===== config.mk =====
export PLATFORM = sky130hd
export DESIGN_NAME = restoring_div_16_8
export DESIGN_NICKNAME = d
export VERILOG_FILES = /design/src/rtl/restoring_div_16_8.sv
export SDC_FILE = /design/constraint.sdc
export NUM_CORES = 1
export LEC_CHECK = 0
export BUFFER_PORTS_ARGS = -buffer_cell sky130_fd_sc_hd__buf_4
export CAP_MARGIN = 20
export CELL_PAD_IN_SITES_DETAIL_PLACEMENT = 1
export CELL_PAD_IN_SITES_GLOBAL_PLACEMENT = 2
export CORE_MARGIN = 2
export CORE_UTILIZATION = 32
export CTS_BUF_LIST = sky130_fd_sc_hd__clkbuf_16
export DETAILED_ROUTE_END_ITERATION = 7
export GPL_ROUTABILITY_DRIVEN = 0
export PLACE_DENSITY = 0.79
export SYNTH_ARGS = -nofsm -noshare
export SYNTH_HDL_FRONTEND = slang
export SYNTH_SLANG_ARGS = --single-unit

===== constraint.sdc =====
create_clock -name clk -period 3.2 [get_ports clk]
set_input_delay 0.32 -clock clk [delete_from_list [all_inputs] [get_ports clk]]
set_output_delay 0.32 -clock clk [all_outputs]
set_load 0.1 [all_outputs]

===== src/rtl/restoring_div_16_8.sv =====
// Sequential 16-by-8 unsigned restoring divider. It produces one quotient bit per
// cycle over 16 cycles and returns a flagged fixed result on a zero divisor.
module restoring_div_16_8 (
    input  logic        clk,
    input  logic        reset,
    input  logic        start,
    input  logic [15:0] dividend,
    input  logic [7:0]  divisor,
    output logic        busy,
    output logic        done,
    output logic [15:0] quotient,
    output logic [7:0]  remainder,
    output logic        div_by_zero
);

    typedef enum logic [1:0] {
        IDLE = 2'd0,
        CALC = 2'd1,
        DONE = 2'd2
    } state_t;

    state_t      state;
    state_t      next_state;

    // Dividend bits leave work_q at the top while quotient bits enter at the bottom.
    logic [15:0] work_q;
    logic [8:0]  partial_rem;
    logic [7:0]  divisor_reg;
    logic [4:0]  count;

    logic [9:0]  shifted;
    logic [8:0]  diff;
    logic        q_bit;
    logic [8:0]  next_rem;
    logic        last_iter;

    // NOTE: every always_comb output gets a default first so no path infers a latch.
    always_comb begin
        shifted    = {partial_rem, work_q[15]};
        q_bit      = (shifted >= {2'b00, divisor_reg});
        // When the subtraction is taken, shifted < 2*divisor, so the 9-bit difference is exact.
        diff       = shifted[8:0] - {1'b0, divisor_reg};
        next_rem   = q_bit ? diff : shifted[8:0];
        last_iter  = (count == 5'd15);

        next_state = state;
        case (state)
            IDLE: begin
                if (start) begin
                    next_state = (divisor == 8'd0) ? DONE : CALC;
                end
            end
            CALC: begin
                if (last_iter) begin
                    next_state = DONE;
                end
            end
            DONE: begin
                if (start) begin
                    next_state = (divisor == 8'd0) ? DONE : CALC;
                end else begin
                    next_state = IDLE;
                end
            end
            default: next_state = IDLE;
        endcase
    end

    assign busy = (state == CALC);
    assign done = (state == DONE);

    // NOTE: sequential state uses non-blocking assignments so every register samples pre-edge values.
    always_ff @(posedge clk) begin
        if (reset) begin
            state <= IDLE;
        end else begin
            state <= next_state;
        end
    end

    always_ff @(posedge clk) begin
        if (reset) begin
            work_q      <= 16'd0;
            partial_rem <= 9'd0;
            divisor_reg <= 8'd0;
            count       <= 5'd0;
            quotient    <= 16'd0;
            remainder   <= 8'd0;
            div_by_zero <= 1'b0;
        end else begin
            case (state)
                IDLE, DONE: begin
                    if (start) begin
                        if (divisor == 8'd0) begin
                            quotient    <= 16'hFFFF;
                            remainder   <= dividend[7:0];
                            div_by_zero <= 1'b1;
                        end else begin
                            work_q      <= dividend;
                            divisor_reg <= divisor;
                            partial_rem <= 9'd0;
                            count       <= 5'd0;
                        end
                    end
                end
                CALC: begin
                    work_q      <= {work_q[14:0], q_bit};
                    partial_rem <= next_rem;
                    count       <= count + 5'd1;
                    // Results are published on the edge entering DONE so they are valid with done.
                    if (last_iter) begin
                        quotient    <= {work_q[14:0], q_bit};
                        remainder   <= next_rem[7:0];
                        div_by_zero <= 1'b0;
                    end
                end
                default: ;
            endcase
        end
    end

endmodule


==> impl_results.md <==
- Final Util: 41.12%
- # nets final: 481
- #FFs+latches synth: 65
- H-tree Lvls: 3
- Ys async rst share: 0%
- Die area: 10600 um2
- Startpoint Class: flop
- Post-CTS resize count: 0
- Tmin final: 2.589 ns
- Core box area: 9639 um2
- Dpl ws: 0.6086 ns
- Status: finished clean
- Reg-to-reg slack, setup: 0.61 ns
- Met1 Use GR: 24.21%
- Arrival @ worst endpoint: 2.77 ns
- Worst min path class: input pin to flop
- Distinct cells, synth: 48
- Number of DRC markers in iteration 0: 78
- Leak: 0.001618 uW
- Peak supply drop: 0.0001968 V
- Initial Util: 32.50%
- Number of antenna violations at the first check in global routing: 0
- Crit-path max FO: 14
- Largest regs: quotient: 16 flops, work_q: 16 flops, partial_rem: 9 flops
- WL/cell: 16.14 um
- Final hold violation count: 0
- Die H: 102.9 um
- Drt via density: 5.095
- Met3 usage: 3.458%
- GRT Overall Usage: 18.13%
- Syn Inst Count: 398
- Critical Path RT: 3.39 ns
- Largest net degree at the start of global routing: 68
- Yosys warns: 0
- Max Cap Viol: 0
- Die Span X: 102.9 um
- Setup Skew: 0.006115 ns
- Register area share after synthesis: 41.53%
- CTS buffer count: 9
- Most frequent cells in the layout: 66 x nand2_1, 65 x nor2_1, 65 x dfxtp_1
- Fin crit share: 80.90%
- Worst slew pin tran: 0.7335 ns
- Critical setup path kind: flop to flop
- Clk sinks: 65
- Max frequency: 386.3 MHz
- Synth-to-Final Area Change: 26.52%
- Post-synth EDFFs: 0
- Total grt overflow: 0
- DRC viols: 0
- First drt pass iteration count: 4
- First-pass GRT wire length: 14.76 mm
- Setup TNS: 0 ns
- CTS root buffer: clkbuf_16
- Final WL: 9.378 mm
- Vias in the first global route: 2840
- Pwr dens: 612.7 nW/um2
- Hold_buf cts: 0
- Input/output buffers: 53
- Mapped Area: 3133 um2
- Top-level I/O count: 54
- Syn Area/Cell: 7.872 um2
- Synthesized net count: 436
- Slew Limit Fails: 0
- Unrepaired setup endpoints after global routing: no
- Commonest non-fill, non-tap cell in the layout: nand2_1
- CTS tree: done
- GR peak layer: met2
- DRT antenna net count: 0
- Clock Pin Slew Worst Setup and Hold Paths: 0.06 ns
- Max Root-Sink Buffers: 2
- CP endpoint kind: flop
- Final setup violation count: 0
- # rows: 36
- Post-synth top flop: dfxtp_1
- Worst skew pair latency: 0.33 ns
- Slew margin rel.: 51.10%
- Layout cells sized above 1: 18.75%
- Routed vias: 2960
- Diode count: 0
- DP HPWL: 6.396 mm
- Postcts setup bufs: 0
- Min setup slack post-route: 0.6111 ns
- Met2 Use GR: 30.32%
[cell type report]
cell class / count / area [um2]
Clock buffer: 9 / 225.2
Clock inverter: 7 / 93.84
Fill cell: 1188 / 5675
Inverter: 12 / 45.04
Multi-Input combinational cell: 295 / 1682
Sequential cell: 65 / 1301
Tap cell: 133 / 166.4
Timing Repair Buffer: 60 / 450.4
[synth_stat cells, types with 10 or more instances]
library cell / instances / area share [%]
nand2_1: 66 / 7.9
dfxtp_1: 65 / 42
nor2_1: 65 / 7.8
a21oi_1: 27 / 4.3
nor3_1: 22 / 3.5
clkbuf_1: 20 / 2.4
a311oi_1: 17 / 4.8
o21ai_0: 15 / 2.4
inv_1: 12 / 1.4
ha_1: 10 / 4.0
[kinds of logic (layout without fill, tap and decap cells)]
group | count (synthesis) | in the layout | synth area share, %
simple gates | 185 | 185 | 26.04
compound gates | 90 | 90 | 19.93
flops | 65 | 65 | 41.53
buf+inv | 38 | 88 | 4.992
fa+ha+maj | 11 | 11 | 4.633
mux | 7 | 7 | 2.316
xor+xnor | 2 | 2 | 0.5592
[layer usage]
layer  share of wire (%)  routed length [um]
met5                   0                   0
met4                0.75                  70
met3                 3.2                 299
met2                  49                4565
met1                  47                4443
[worst paths after layout]
check	startpoint	endpoint	cells past startpoint
max	work_q[15]	remainder[1]	10
min reg2reg	divisor_reg[3]	divisor_reg[3]	2
min	divisor[4]	divisor_reg[4]	3
max reg2reg	work_q[15]	remainder[1]	10
[metrics by stage]
step | cells | power (uW) | hold slack, ns | area [um2]
floorplan | 398 | 1253 | 0.4363 | 3133
global placement | 565 | 1375 | 0.4490 | 3645
detailed placement | 565 | 1387 | 0.4495 | 3645
CTS | 581 | 2457 | 0.2471 | 3964
global route | 581 | 2554 | 0.2601 | 3964
finish | 581 | 2429 | 0.2517 | 3964
[power breakdown]
part           internal (uW)  total [uW]  switching (uW)
clock                    682        1060             375
sequential               853         893            40.0
combinational            191         479             288
[worst max-delay path, stage by stage (launching register included)]
cell,delay [ns]
dfxtp_1,0.31
inv_1,0.07
ha_1,0.16
inv_1,0.05
fa_1,0.40
nand3_1,0.15
nand3_1,0.15
a2111oi_4,0.50
buf_4,0.29
mux2i_1,0.25
o22ai_1,0.11
(Power assumes the default switching activity.)
